### src/rtl/uart_pkg.sv
// Shared UART definitions: frame state encoding, line levels and parity helper
// used by both the transmitter and the receiver.
package uart_pkg;

    localparam int unsigned DATA_BITS   = 8;
    localparam logic        START_LEVEL = 1'b0;
    localparam logic        STOP_LEVEL  = 1'b1;
    localparam logic        IDLE_LEVEL  = 1'b1;

    typedef enum logic [2:0] {
        IDLE       = 3'd0,
        START_BIT  = 3'd1,
        PAYLOAD    = 3'd2,
        PARITY_BIT = 3'd3,
        STOP_BIT   = 3'd4,
        DONE       = 3'd5
    } uart_state_e;

    // Even parity bit: makes the total count of ones across data + parity even.
    function automatic logic even_parity(input logic [DATA_BITS-1:0] data);
        return ^data;
    endfunction

endpackage

### src/rtl/uart_bit_timer.sv
// Bit-period timer: counts 0..N-1 while enabled and flags the last cycle of a bit.
// A period of 0 behaves as 1 so the line can never stall.
module uart_bit_timer (
    input  logic        clk,
    input  logic        rstN,
    input  logic        en_i,
    input  logic        clear_i,
    input  logic [31:0] period_i,
    output logic        bit_end_o
);

    logic [31:0] count_q;
    logic [31:0] count_d;
    logic [31:0] period_eff_s;

    assign period_eff_s = (period_i == 32'd0) ? 32'd1 : period_i;
    assign bit_end_o    = en_i && (count_q == (period_eff_s - 32'd1));

    // Next count: restart on clear, wrap at bit end, hold at zero when idle.
    always_comb begin
        count_d = count_q;
        if (clear_i) begin
            count_d = 32'd0;
        end else if (!en_i) begin
            count_d = 32'd0;
        end else if (bit_end_o) begin
            count_d = 32'd0;
        end else begin
            count_d = count_q + 32'd1;
        end
    end

    // Counter register.
    always_ff @(posedge clk or negedge rstN) begin
        if (!rstN) begin
            count_q <= 32'd0;
        end else begin
            count_q <= count_d;
        end
    end

endmodule

### src/rtl/uart_tx.sv
// UART transmitter: 8N1 frames, LSB first, runtime bit period latched per byte.
// Define UART_TX_PARITY_EN to insert an even-parity bit before the stop bit.
module uart_tx #(
    parameter int unsigned DATA_BITS = uart_pkg::DATA_BITS
) (
    input  logic                 clk,
    input  logic                 rstN,
    input  logic [31:0]          clocksPerBit,
    input  logic                 txStart,
    input  logic [DATA_BITS-1:0] txByte,
    output logic                 txData,
    output logic                 txBusy,
    output logic                 txDone
);

    import uart_pkg::*;

    uart_state_e          state_q, state_d;
    logic [DATA_BITS-1:0] shift_q, shift_d;
    logic [31:0]          period_q, period_d;
    logic [2:0]           bit_cnt_q, bit_cnt_d;
    logic                 tx_data_q, tx_data_d;
    logic                 tx_busy_q, tx_busy_d;
    logic                 tx_done_q, tx_done_d;
    logic                 timer_clr_s;
    logic                 timer_en_s;
    logic                 bit_end_s;

    assign timer_en_s = (state_q != IDLE) && (state_q != DONE);

    uart_bit_timer u_bit_timer (
        .clk       (clk),
        .rstN      (rstN),
        .en_i      (timer_en_s),
        .clear_i   (timer_clr_s),
        .period_i  (period_q),
        .bit_end_o (bit_end_s)
    );

    // Frame sequencing; every output is computed one cycle ahead and registered.
    always_comb begin
        state_d     = state_q;
        shift_d     = shift_q;
        period_d    = period_q;
        bit_cnt_d   = bit_cnt_q;
        tx_data_d   = tx_data_q;
        tx_busy_d   = tx_busy_q;
        tx_done_d   = 1'b0;
        timer_clr_s = 1'b0;
        case (state_q)
            IDLE, DONE: begin
                // DONE accepts exactly like IDLE, giving back-to-back frames.
                if (txStart) begin
                    shift_d     = txByte;
                    period_d    = clocksPerBit;
                    tx_data_d   = START_LEVEL;
                    tx_busy_d   = 1'b1;
                    timer_clr_s = 1'b1;
                    state_d     = START_BIT;
                end else begin
                    tx_data_d = IDLE_LEVEL;
                    tx_busy_d = 1'b0;
                    state_d   = IDLE;
                end
            end
            START_BIT: begin
                if (bit_end_s) begin
                    bit_cnt_d = 3'd0;
                    tx_data_d = shift_q[0];
                    state_d   = PAYLOAD;
                end else begin
                    state_d = START_BIT;
                end
            end
            PAYLOAD: begin
                if (bit_end_s) begin
                    if (bit_cnt_q == 3'd7) begin
                        bit_cnt_d = 3'd0;
`ifdef UART_TX_PARITY_EN
                        tx_data_d = even_parity(shift_q);
                        state_d   = PARITY_BIT;
`else
                        tx_data_d = STOP_LEVEL;
                        state_d   = STOP_BIT;
`endif
                    end else begin
                        bit_cnt_d = bit_cnt_q + 3'd1;
                        tx_data_d = shift_q[bit_cnt_q + 3'd1];
                    end
                end else begin
                    state_d = PAYLOAD;
                end
            end
`ifdef UART_TX_PARITY_EN
            PARITY_BIT: begin
                if (bit_end_s) begin
                    tx_data_d = STOP_LEVEL;
                    state_d   = STOP_BIT;
                end else begin
                    state_d = PARITY_BIT;
                end
            end
`endif
            STOP_BIT: begin
                if (bit_end_s) begin
                    tx_data_d = IDLE_LEVEL;
                    tx_busy_d = 1'b0;
                    tx_done_d = 1'b1;
                    state_d   = DONE;
                end else begin
                    state_d = STOP_BIT;
                end
            end
            default: begin
                tx_data_d = IDLE_LEVEL;
                tx_busy_d = 1'b0;
                state_d   = IDLE;
            end
        endcase
    end

    // State and output registers; reset forces an idle-high line at once.
    always_ff @(posedge clk or negedge rstN) begin
        if (!rstN) begin
            state_q   <= IDLE;
            shift_q   <= '0;
            period_q  <= 32'd0;
            bit_cnt_q <= 3'd0;
            tx_data_q <= IDLE_LEVEL;
            tx_busy_q <= 1'b0;
            tx_done_q <= 1'b0;
        end else begin
            state_q   <= state_d;
            shift_q   <= shift_d;
            period_q  <= period_d;
            bit_cnt_q <= bit_cnt_d;
            tx_data_q <= tx_data_d;
            tx_busy_q <= tx_busy_d;
            tx_done_q <= tx_done_d;
        end
    end

    assign txData = tx_data_q;
    assign txBusy = tx_busy_q;
    assign txDone = tx_done_q;

endmodule

### config.mk
export PLATFORM = sky130hd
export DESIGN_NAME = uart_tx
export DESIGN_NICKNAME = d
export VERILOG_FILES = /design/src/rtl/uart_pkg.sv /design/src/rtl/uart_bit_timer.sv /design/src/rtl/uart_tx.sv
export SDC_FILE = /design/constraint.sdc
export NUM_CORES = 1
export LEC_CHECK = 0
export CAP_MARGIN = 10
export CORE_ASPECT_RATIO = 1.75
export CORE_MARGIN = 2
export CORE_UTILIZATION = 30
export DETAILED_ROUTE_END_ITERATION = 10
export GPL_TIMING_DRIVEN = 1
export PLACE_DENSITY = 0.58
export SETUP_SLACK_MARGIN = 0.3
export SLEW_MARGIN = 25
export SYNTH_ARGS = -nofsm -noshare
export SYNTH_HDL_FRONTEND = slang
export SYNTH_SLANG_ARGS = --single-unit
### constraint.sdc
create_clock -name clk -period 7.22 [get_ports clk]
set_input_delay 2.166 -clock clk [delete_from_list [all_inputs] [get_ports clk]]
set_output_delay 2.166 -clock clk [all_outputs]
set_load 0.01 [all_outputs]
# [After elaboration in Yosys (flattened, before gate mapping)]
# Cells that the tools add are included.
[word_totals] regBits=81 inputBits=43 output_inout_bits=3 word_cells=64
[op_classes] add_sub_neg=3 magnitude_cmp=1 eq_ne=11 mux=28 bitwise=1 reduce_logical=12
[op_table] cell="$mux 32" n=4
[op_table] cell="$add 32x1->32 const B" n=1
[op_table] cell="$eq 32x32->1" n=1
[op_table] cell="$logic_not 32->1" n=1
[op_table] cell="$sub 32x1->32 const B" n=1
[op_table] cell="$mux 3" n=5
[op_table] cell="$mux 1" n=13
[op_table] cell="$pmux 3 s4" n=1
[op_table] cell="$eq 3x3->1 const B" n=3
[op_table] cell="$ne 2x2->1 const B" n=3
[op_table] cell="$ne 3x3->1 const B" n=2
[op_table] cell="$pmux 3 s2" n=1
[op_table] cell="$reduce_and 3->1" n=2
[op_table] cell="$lt 3x4->1 const B" n=1
[op_table] cell="$pmux 1 s4" n=1
[op_table] cell="$reduce_and 2->1" n=2
[op_table] cell="$reduce_or 2->1" n=2
[op_table] cell="$add 3x1->3 const B" n=1
[op_table] cell="$bmux 1 s3" n=1
[op_table] cell="$eq 3x1->1 const B" n=1
[op_table] cell="$eq 3x2->1 const B" n=1
[op_table] cell="$logic_not 3->1" n=1
[op_table] cell="$pmux 1 s3" n=1
[op_table] cell="$reduce_bool 3->1" n=1
[op_table] cell="other kinds (4)" n=5

# [Longest topological paths before layout]
# Gate-level depths: netlist (run 1).
[depth] depth_word=8 ltp_mapped=17

# [Hierarchy]
# From an unflattened synthesis (run 1), not the netlist that was laid out.
[unflattened] cells_unflattened=494 hier_area_um2=5067.4
[modules_own_cells] module="uart_bit_timer" instances=1 cells_each=335 area_each_um2=2793.9
[modules_own_cells] module="uart_tx" instances=1 cells_each=159 area_each_um2=2273.4

# [Worst setup path before layout (run 1)]
# No wires, ideal clock.
[synth_timing] path_type="reg-to-reg" start="register period_q[11]" end="register bit_cnt_q[2]" setup_time_ns=0.069 t_arrival_ns=3.961 t_required_ns=7.151 setup_slack_ns=3.190 path_stages_with_launch=17 path_buffers=2 synth_period_minus_slack_ns=4.030 path_cell_list="dfrtp_1 buf_6 or3_4 or4_1 buf_2 nor3_1 nor2_1 ha_1 nor4b_1 nand4_1 nor3_1 mux2_2 o31a_1 and3b_1 nand4b_1 or4_1 nand3_1"
[synth_between] elab_chain_len=7 word_cells_on_any_way=8 cone_classes="1 x add/sub; 3 x eq/ne; 1 x mux; 3 x reduce/logical"
[synth_lines] element="start, declared" line_no="uart_tx.sv:20" text="logic [31:0] period_q, period_d;"
[synth_lines] element="start signal, assigned" line_no="uart_tx.sv:135" text="period_q <= period_d;"
[synth_lines] element="$logic_not 32->1" line_no="uart_bit_timer.sv:16" text="assign period_eff_s = (period_i == 32'd0) ? 32'd1 : period_i;"
[synth_lines] element="$mux 32 *" line_no="uart_bit_timer.sv:16"
[synth_lines] element="$sub 32x1->32 *" line_no="uart_bit_timer.sv:17" text="assign bit_end_o = en_i && (count_q == (period_eff_s - 32'd1));"
[synth_lines] element="$eq 32x32->1 *" line_no="uart_bit_timer.sv:17"
[synth_lines] element="$logic_and 1x1->1 *" line_no="uart_bit_timer.sv:17"
[synth_lines] element="$ne 2x2->1 (no line)"
[synth_lines] element="$reduce_and 3->1 (no line) *"
[synth_lines] element="end signal, assigned" line_no="uart_tx.sv:136" text="bit_cnt_q <= bit_cnt_d;"
[synth_lines] element="end, declared" line_no="uart_tx.sv:21" text="logic [2:0] bit_cnt_q, bit_cnt_d;"
# Every way passes the cells marked *; elsewhere a longest branch is shown, timed or not.
# A chain may end at the register's enable or synchronous reset.

# [Worst setup path in the final report (run 1)]
[layout_timing] start="register period_q[11]" end="register u_bit_timer.count_q[6]"
[layout_between] elab_chain_len=8
[layout_lines] element="$logic_not 32->1" line_no="uart_bit_timer.sv:16"
[layout_lines] element="$mux 32 *" line_no="uart_bit_timer.sv:16"
[layout_lines] element="$sub 32x1->32 *" line_no="uart_bit_timer.sv:17"
[layout_lines] element="$eq 32x32->1 *" line_no="uart_bit_timer.sv:17"
[layout_lines] element="$logic_and 1x1->1 *" line_no="uart_bit_timer.sv:17"
[layout_lines] element="$mux 32 *" line_no="uart_bit_timer.sv:26" text="end else if (bit_end_o) begin"
[layout_lines] element="$mux 32 *" line_no="uart_bit_timer.sv:24" text="end else if (!en_i) begin"
[layout_lines] element="$mux 32 *" line_no="uart_bit_timer.sv:22" text="if (clear_i) begin"
[layout_lines] element="named net u_bit_timer.count_d[6]" line_no="uart_bit_timer.sv:13" text="logic [31:0] count_d;"
[layout_lines] element="end signal, assigned" line_no="uart_bit_timer.sv:38" text="count_q <= count_d;"
[layout_lines] element="end, declared" line_no="uart_bit_timer.sv:12" text="logic [31:0] count_q;"
# Mark *: on every way through the listed nets, which the timed path passes. The rest lies on a longest branch.

==> results of run 1 <==
## area by class of cell
cell class              instances  area, um2
inverters                      10       37.5
clock inverters                 5       62.6
fillers                      1647      10400
repair buffers                 48        474
flip-flops and latches         81       2030
multi-input cells             400       2830
clock buffers                  11        243
well taps                     224        280
## kinds of logic (layout without fill, tap and decap cells)
family | count (synthesis) | in the layout | share of synthesized area
muxes | 48 | 48 | 0.111
buffers and inverters | 32 | 74 | 0.0266
adders and majority gates | 4 | 4 | 0.0101
and+or+nand+nor | 226 | 226 | 0.249
DFF | 81 | 81 | 0.407
xor gates and xnor gates | 61 | 61 | 0.107
AOI/OAI and AO/OA | 61 | 61 | 0.0887
## registers in the layout (all words and copies together), names as in the netlist
signal,cells
txData,1
u_bit_timer.count_q,32
period_q,32
state_q,3
bit_cnt_q,3
txDone,1
shift_q,8
txBusy,1
## critical path, stage by stage, from the launching register on
cell	delay (ns)
dfrtp_1	0.53
or3_4	0.22
or4_1	0.30
nor3_1	0.10
nor2_1	0.11
ha_1	0.25
nor4b_1	0.65
nand4_1	0.38
nor3_1	0.35
mux2_2	0.37
o31a_1	0.32
and3b_1	0.22
nand4b_1	0.25
o21ai_2	0.13
buf_4	0.33
nor2_1	0.09
## cells in the mapped netlist, types with 5 or more instances
cell      instances  area [um2]
dfrtp_1          80        2000
nor2_1           62         233
xor2_1           40         350
mux2_2           39         439
nand2_1          37         139
nand3_1          22         110
xnor2_1          21         184
clkbuf_1         17        63.8
nor3_1           16        80.1
nand4_1          15        93.8
o21ai_0          11        55.1
inv_1            10        37.5
nor4_1           10        62.6
or4_1            10        75.1
a21oi_1           9        45.0
or3_1             8        50.1
mux2i_1           7        70.1
a211oi_1          6        45.0
nor2b_1           5        31.3
## stage by stage
step           setup slack (ns)  hold WS [ns]  area [um2]  cells  utilization
2_1_floorplan              3.19         0.460        4980    513            -
5_1_grt                    1.86         0.516        5950    779        0.364
6_report                   2.47         0.495        5950    779        0.364
3_3_place_gp               2.51         0.471        5640    763        0.345
4_1_cts                    2.46         0.504        5950    779        0.363
3_5_place_dp               2.47         0.482        5640    763        0.345
## where the power goes
group / internal (mW) / switching [mW]
Combinational: 0.243 / 0.229
Sequential: 0.559 / 0.173
Clock: 0.280 / 0.190
## final timing paths
kind | startpoint | endpoint | slack [ns] | cells past startpoint
max in group asynchronous | rstN | txDone | 4.86 | 1
hold / removal | txBusy | txBusy | 0.49 | 1
setup / recovery | period_q[11] | u_bit_timer.count_q[6] | 2.47 | 15
hold reg to reg | txBusy | txBusy | 0.49 | 1
min in group asynchronous | rstN | u_bit_timer.count_q[26] | 1.85 | 1
setup reg to reg | period_q[11] | u_bit_timer.count_q[6] | 2.47 | 15
## routing by layer
layer | GRT usage | share of wire
met5 | 0 | 0
met4 | 0.0766 | 0.043
met3 | 0.0177 | 0.021
met2 | 0.293 | 0.54
met1 | 0.180 | 0.39
==> flow_summary.yaml, run 1 <==
run_status:
  outcome: "complete, no violations"
global_routing:
  grt_max_degree: 82
  antenna_found_initial: 0
  grt_pass1_vias: 4168
  grt_usage: 0.160
  grt_remaining_overflow: 0
  grt_pass1_wl_um: 22100
sta:
  final-setup-viol-count: 0
  rsz0062_at_grt: "false"
  fin_crit_ns: 4.75
  fmax_mhz: 210
  skew_ns: 0.0101
  maxSlewViolCount: 0
  setup_tns_ns: 0
  tightest_slew_ns: 0.913
  max_slew_margin: 0.389
  hold_violations: 0
  min_period_over_period: 0.658
route:
  num_vias: 3994
  ant_nets: 0
  drc_errors: 0
  first_iter_violations: 169
  viasPerCell: 5.13
  wl_per_cell_um: 17.2
  wirelength_um: 13400
  firstDrtPassIters: 4
power:
  total_power_mw: 1.67
  ir_drop_v: 0.000104
  leakagePower_nw: 2.32
  p_per_area_nw_per_um2: 281
floorplanning:
  fp-row-count: 62
  fp.dieH_um: 174
  dieArea_um2: 17700
  die_w_um: 101
  io_pins: 46
  coreArea_um2: 16400
  start_util: 0.304
layout:
  layout_common_cells: "dfrtp_1 (80), nor2_1 (62), clkdlybuf4s50_1 (44)"
  drive_above_1_share: 0.142
  nets: 597
  area_delta_synth_final_pct: 19.6
  diodes: 0
  layout_commonest_cell: "dfrtp_1"
critical_path:
  critPathKind: "register to register"
  end_kind: "register"
  cp.arrival_ns: 4.96
  cp-start-kind: "register"
  required_ns: 7.43
  path_max_fanout: 32
synthesis:
  netlist_instances: 513
  async_flop_share: 1.00
  ys_seq_area_frac: 0.407
  syn_nets: 560
  synth_cell_type_count: 68
  syn_area_um2: 4980
  avgSynthCellArea_um2: 9.70
  ys_ff_latch: 81
  ys_dominant_reg_cell: "dfrtp_1"
  ys_warn_count: 0
  synth_enable_flop_cells: 0
clock_tree:
  cts-root-buf: "clkbuf_16"
  path_clk_slew_ns: 0.06
  cts_buffer_depth: 2
  cts_resized: 0
  htree_levels: 3
  tritoncts: "built"
  cts_setup_buffers: 0
  cts_hold_buf: 0
  numClockSinks: 81
  numCtsBuffers: 9
  insertion_delay_ns: 0.34
placement:
  post-dp-hpwl_um: 10300
  gp_congestion: 0.903
  io_buffers: 45
flow_run:
  maxCapViolCount: 0
min_path:
  hold_class: "register to register"
No activity file was read; power rests on OpenSTA's default activity.
==> inputs of run 2 (changes only) <==
- PLACE_DENSITY: 0.58 -> 0.6
- clock period: 7.22 -> 4.2 ns (I/O delays scaled with it)
==> run 2 against run 1 <==
Register-to-register slack lost 2.1 ns. First-iteration DRC count grew 53%. Clock skew grew 0.0034 ns. Critical path depth is the same. Largest power group unchanged. Sequential power grew 60%. Non-clock buffer count grew 37. Clock-buffer cell count grew 3. Wire length grew 2.5%. Global-route usage grew 0.41 points.
==> flow_summary.yaml, run 2 (same netlist as run 1, synthesis figures left out) <==
critical_path:
  worstPathCellList: "or3_4, or4_4, nor3_2, nor2_1, ha_2, or4b_4, nor3_1, xnor2_1, nand4_1, and4bb_2, buf_4, nand2_1, nand4b_1, or4_1, nand3_1"
  slowest_stage: "or4_4"
  max_stage_delay_ns: 0.57
  path_max_fanout: 6
  critical_path_buf_inv_count: 1
  cpLargestDelayFamily: "simple AND/OR/NAND/NOR gates"
  cp-start-kind: "register"
  critPathKind: "register to register"
  end_kind: "register"
  cp.arrival_ns: 4.09
  required_ns: 4.47
floorplanning:
  dieArea_um2: 17700
  fp-row-count: 62
  fp.dieH_um: 174
  io_pins: 46
  start_util: 0.304
  coreArea_um2: 16400
  die_w_um: 101
sta:
  fin_crit_ns: 3.82
  setup_tns_ns: 0
  fmax_mhz: 262
  hold_violations: 0
  min_period_over_period: 0.909
  max_slew_margin: 0.535
  fin_ws_ns: 0.381
  skew_ns: 0.0135
  maxSlewViolCount: 0
  holdWs_ns: 0.482
  rsz0062_at_grt: "true"
  final-setup-viol-count: 0
  tightest_slew_ns: 0.691
layout:
  layout_common_cells: "dfrtp_1 (77), nor2_1 (62), clkdlybuf4s50_1 (44)"
  drive_above_1_share: 0.225
  top_regs: "period_q (32), u_bit_timer.count_q (32), shift_q (8)"
  final_cell_area_um2: 6360
  nets: 634
  layout_commonest_cell: "dfrtp_1"
  area_delta_synth_final_pct: 27.8
  diodes: 0
placement:
  io_buffers: 45
  gp_congestion: 0.909
  post-dp-hpwl_um: 10400
  preCtsSetupSlack_ns: 0.190
  placed_area_um2: 5900
power:
  p_int_mw: 2.08
  power_frac_clock: 0.281
  ir_drop_v: 0.000201
  seqPwrFrac: 0.371
  switching_power_mw: 1.07
  swShare: 0.341
  comb_power_share: 0.348
  leakagePower_nw: 2.54
  p_per_area_nw_per_um2: 495
clock_tree:
  tritoncts: "built"
  cts_buffer_depth: 2
  cts-root-buf: "clkbuf_16"
  insertion_delay_ns: 0.35
  cts_hold_buf: 0
  path_clk_slew_ns: 0.06
  htree_levels: 3
  numClockSinks: 81
  numCtsBuffers: 9
route:
  firstDrtPassIters: 4
  wirelength_um: 13700
  viasPerCell: 5.16
  num_vias: 4209
  wl_per_cell_um: 16.8
  ant_nets: 0
  first_iter_violations: 259
  drc_errors: 0
global_routing:
  antenna_found_initial: 0
  grt_remaining_overflow: 0
  grt_max_degree: 41
  grt_pass1_vias: 4535
  grt_pass1_wl_um: 22900
  grt_usage: 0.164
min_path:
  hold_class: "register to register"
run_status:
  outcome: "complete, no violations"
flow_run:
  maxCapViolCount: 0
==> run 2: changes by cell type in the layout (fill, tap and decap cells not counted), sizes merged <==
| cell | before | now |
|---|---|---|
| bufinv | 1 | 2 |
| clkinvlp | 2 | 0 |
| buf | 4 | 41 |
| clkbuf | 11 | 14 |
| inv | 12 | 10 |
==> run 2: final timing paths <==
path	start	end	slack (ns)	cells after the start
setup / recovery	period_q[22]	bit_cnt_q[2]	0.38	15
hold reg to reg	txBusy	txBusy	0.48	1
hold / removal	txBusy	txBusy	0.48	1
min in group asynchronous	rstN	period_q[15]	0.89	1
max in group asynchronous	rstN	u_bit_timer.count_q[4]	2.55	2
setup reg to reg	period_q[22]	bit_cnt_q[2]	0.38	15
==> run 2: layer usage <==
| layer | vias to the layer above | part of all wire | GRT usage |
|---|---|---|---|
| li1 | 2000 | - | - |
| met1 | 2066 | 0.39 | 0.179 |
| met2 | 101 | 0.54 | 0.295 |
| met3 | 42 | 0.028 | 0.0221 |
| met4 | 0 | 0.049 | 0.0980 |
| met5 | - | 0 | 0 |
==> run 2: repair_timing <==
action                                  in CTS  in global routing
endpoints found under the hold margin        0                  0
resized for setup                            9                  8
endpoints found under the setup margin      40                 41
setup buffers                                4                  4
cloned                                       1                  0
pin swaps                                    6                  9
==> run 2: final cells by class <==
cell class / instances / area, um2
sequential: 81 / 2030
inverter: 10 / 37.5
clock inverter: 2 / 60.1
multi-input combinational: 400 / 2910
tap: 224 / 280
clock buffer: 14 / 274
fill: 1594 / 10000
timing repair buffer: 85 / 764
==> run 2: power groups by stage <==
stage                     Sequential [mW]  Clock [mW]  Combinational [mW]
after global placement               1.17           0                1.02
after detailed placement             1.18           0                1.04
after CTS                            1.16       0.904                1.08
final                                1.17       0.886                1.09
after global routing                 1.20       0.939                1.20
after floorplan                      1.14           0               0.666
==> run 2: metrics by stage <==
step	power [mW]	std cells	utilization
after CTS	3.15	812	0.385
after global placement	2.19	791	0.360
after floorplan	1.80	513	-
after global routing	3.34	816	0.389
after detailed placement	2.22	791	0.360
final	3.15	816	0.389
==> inputs of run 3 (changes only) <==
- PLACE_DENSITY: 0.6 -> 0.58
- clock period: 4.2 -> 4.5 ns (I/O delays scaled with it)
==> run 3 against run 2 <==
Die area is the same. Wire length grew 0.44%. Design area shrank 3.6%. Sequential cell count unchanged. First-iteration DRC count fell by 25%. Global-route usage shrank 0.077 points. Sequential power about the same. Power shrank 11%. Critical path type unchanged.
==> flow_summary.yaml, run 3 (same netlist as run 1, synthesis figures left out) <==
critical_path:
  max_stage_delay_ns: 0.59
  critical_path_buf_inv_count: 2
  worst-r2r-cell-count: 16
  slowest_stage: "or4_1"
  path_depth: 16
  path_max_fanout: 10
  cpLargestDelayFamily: "simple AND/OR/NAND/NOR gates"
  cp-start-kind: "register"
  required_ns: 4.75
  critPathKind: "register to register"
  end_kind: "register"
  worstPathCellList: "or3_1, or4_1, nor3_2, nor2_1, ha_2, nor4b_2, buf_4, a21oi_1, o21bai_1, a221oi_1, and4bb_2, nand3_1, nor4b_4, buf_6, a211oi_1, a311oi_2"
  cp.arrival_ns: 4.28
min_path:
  hold_class: "register to register"
  holdPathStages: 1
floorplanning:
  io_pins: 46
  fp-row-count: 62
  start_util: 0.304
  coreArea_um2: 16400
  fp.dieH_um: 174
  dieArea_um2: 17700
  die_w_um: 101
sta:
  hold_violations: 0
  max_slew_margin: 0.417
  final-setup-viol-count: 0
  fin_crit_ns: 4.03
  rsz0062_at_grt: "true"
  skew_ns: 0.0169
  setup_tns_ns: 0
  min_period_over_period: 0.894
  maxSlewViolCount: 0
  tightest_slew_ns: 0.870
  fmax_mhz: 248
placement:
  post-dp-hpwl_um: 10800
  placed_area_um2: 5770
  gp_congestion: 0.964
  io_buffers: 45
power:
  p_per_area_nw_per_um2: 457
  switching_power_mw: 0.981
  swShare: 0.350
  p_int_mw: 1.83
  comb_power_share: 0.300
  leakagePower_nw: 2.41
  seqPwrFrac: 0.407
  power_frac_clock: 0.293
  ir_drop_v: 0.000205
route:
  drc_errors: 0
  wl_per_cell_um: 17.4
  firstDrtPassIters: 5
  num_vias: 4120
  first_iter_violations: 193
  ant_nets: 0
  wirelength_um: 13800
  viasPerCell: 5.20
global_routing:
  grt_max_degree: 82
  grtUsageMet1: 0.178
  grt_pass1_vias: 4387
  grt_usage: 0.164
  grt_util_met3: 0.0229
  grt_pass1_wl_um: 22600
  grt_remaining_overflow: 0
  busiest_layer: "met2"
  antenna_found_initial: 0
  globalRouteMet2Util: 0.289
clock_tree:
  tritoncts: "built"
  numClockSinks: 81
  numCtsBuffers: 9
  cts-root-buf: "clkbuf_16"
  cts_buffer_depth: 2
  insertion_delay_ns: 0.35
  cts_setup_buffers: 0
  cts_hold_buf: 0
  htree_levels: 3
  path_clk_slew_ns: 0.06
layout:
  final_cell_area_um2: 6140
  layout_commonest_cell: "dfrtp_1"
  top_regs: "period_q (32), u_bit_timer.count_q (32), shift_q (8)"
  diodes: 0
  area_delta_synth_final_pct: 23.2
  layout_common_cells: "dfrtp_1 (77), nor2_1 (62), clkdlybuf4s50_1 (44)"
  drive_above_1_share: 0.178
  nets: 611
flow_run:
  maxCapViolCount: 0
run_status:
  outcome: "complete, no violations"
[run 3: per-layer routing]
metal / vias to the layer above / part of all wire
met2: 112 / 0.54
li1: 1962 / -
met3: 48 / 0.035
met4: 0 / 0.065
met1: 1998 / 0.36
met5: - / 0
[run 3: per-stage QoR]
| step | setup slack (ns) | utilization | std cells | hold slack [ns] | power (mW) |
|---|---|---|---|---|---|
| after floorplan | 0.470 | - | 513 | 0.460 | 1.67 |
| after global placement | 0.502 | 0.353 | 777 | 0.466 | 1.96 |
| after detailed placement | 0.357 | 0.353 | 777 | 0.465 | 1.98 |
| after CTS | 0.379 | 0.373 | 793 | 0.480 | 2.82 |
| after global routing | 0.289 | 0.375 | 793 | 0.515 | 2.98 |
| final | 0.475 | 0.375 | 793 | 0.484 | 2.81 |
[run 3: worst reg2reg max path, delay by kind of cell, from the launching register on]
family | cells | cell delay (ns)
adders and majority gates | 1 | 0.22
buffers and inverters | 2 | 0.31
DFF | 1 | 0.45
and+or+nand+nor | 8 | 2.14
AOI/OAI and AO/OA | 5 | 0.83
[run 3: area by class of cell]
type	instances	area, um2
fill	1642	10200
multi-input combinational	400	2850
sequential	81	2030
timing repair buffer	62	608
tap	224	280
clock buffer	9	225
clock inverter	7	106
inverter	10	37.5
[run 3: power by group through the flow]
stage	Sequential, mW	Combinational [mW]	Clock (mW)
final	1.14	0.842	0.821
after global routing	1.18	0.928	0.876
after CTS	1.14	0.837	0.842
after detailed placement	1.15	0.833	0
after global placement	1.14	0.823	0
after floorplan	1.06	0.616	0
[run 3: worst paths after layout]
check | startpoint | slack (ns) | to
min in group asynchronous | rstN | 1.02 | u_bit_timer.count_q[24]
worst min register to register | txBusy | 0.48 | txBusy
worst min-delay path | txBusy | 0.48 | txBusy
worst max register to register | period_q[14] | 0.47 | state_q[0]
max in group asynchronous | rstN | 2.91 | period_q[12]
worst max-delay path | period_q[14] | 0.47 | state_q[0]
[run 3: timing repair]
item,4_1_cts,5_1_grt
hold endpoints to repair,0,0
setup endpoints to repair,0,40
gates resized for setup,0,8
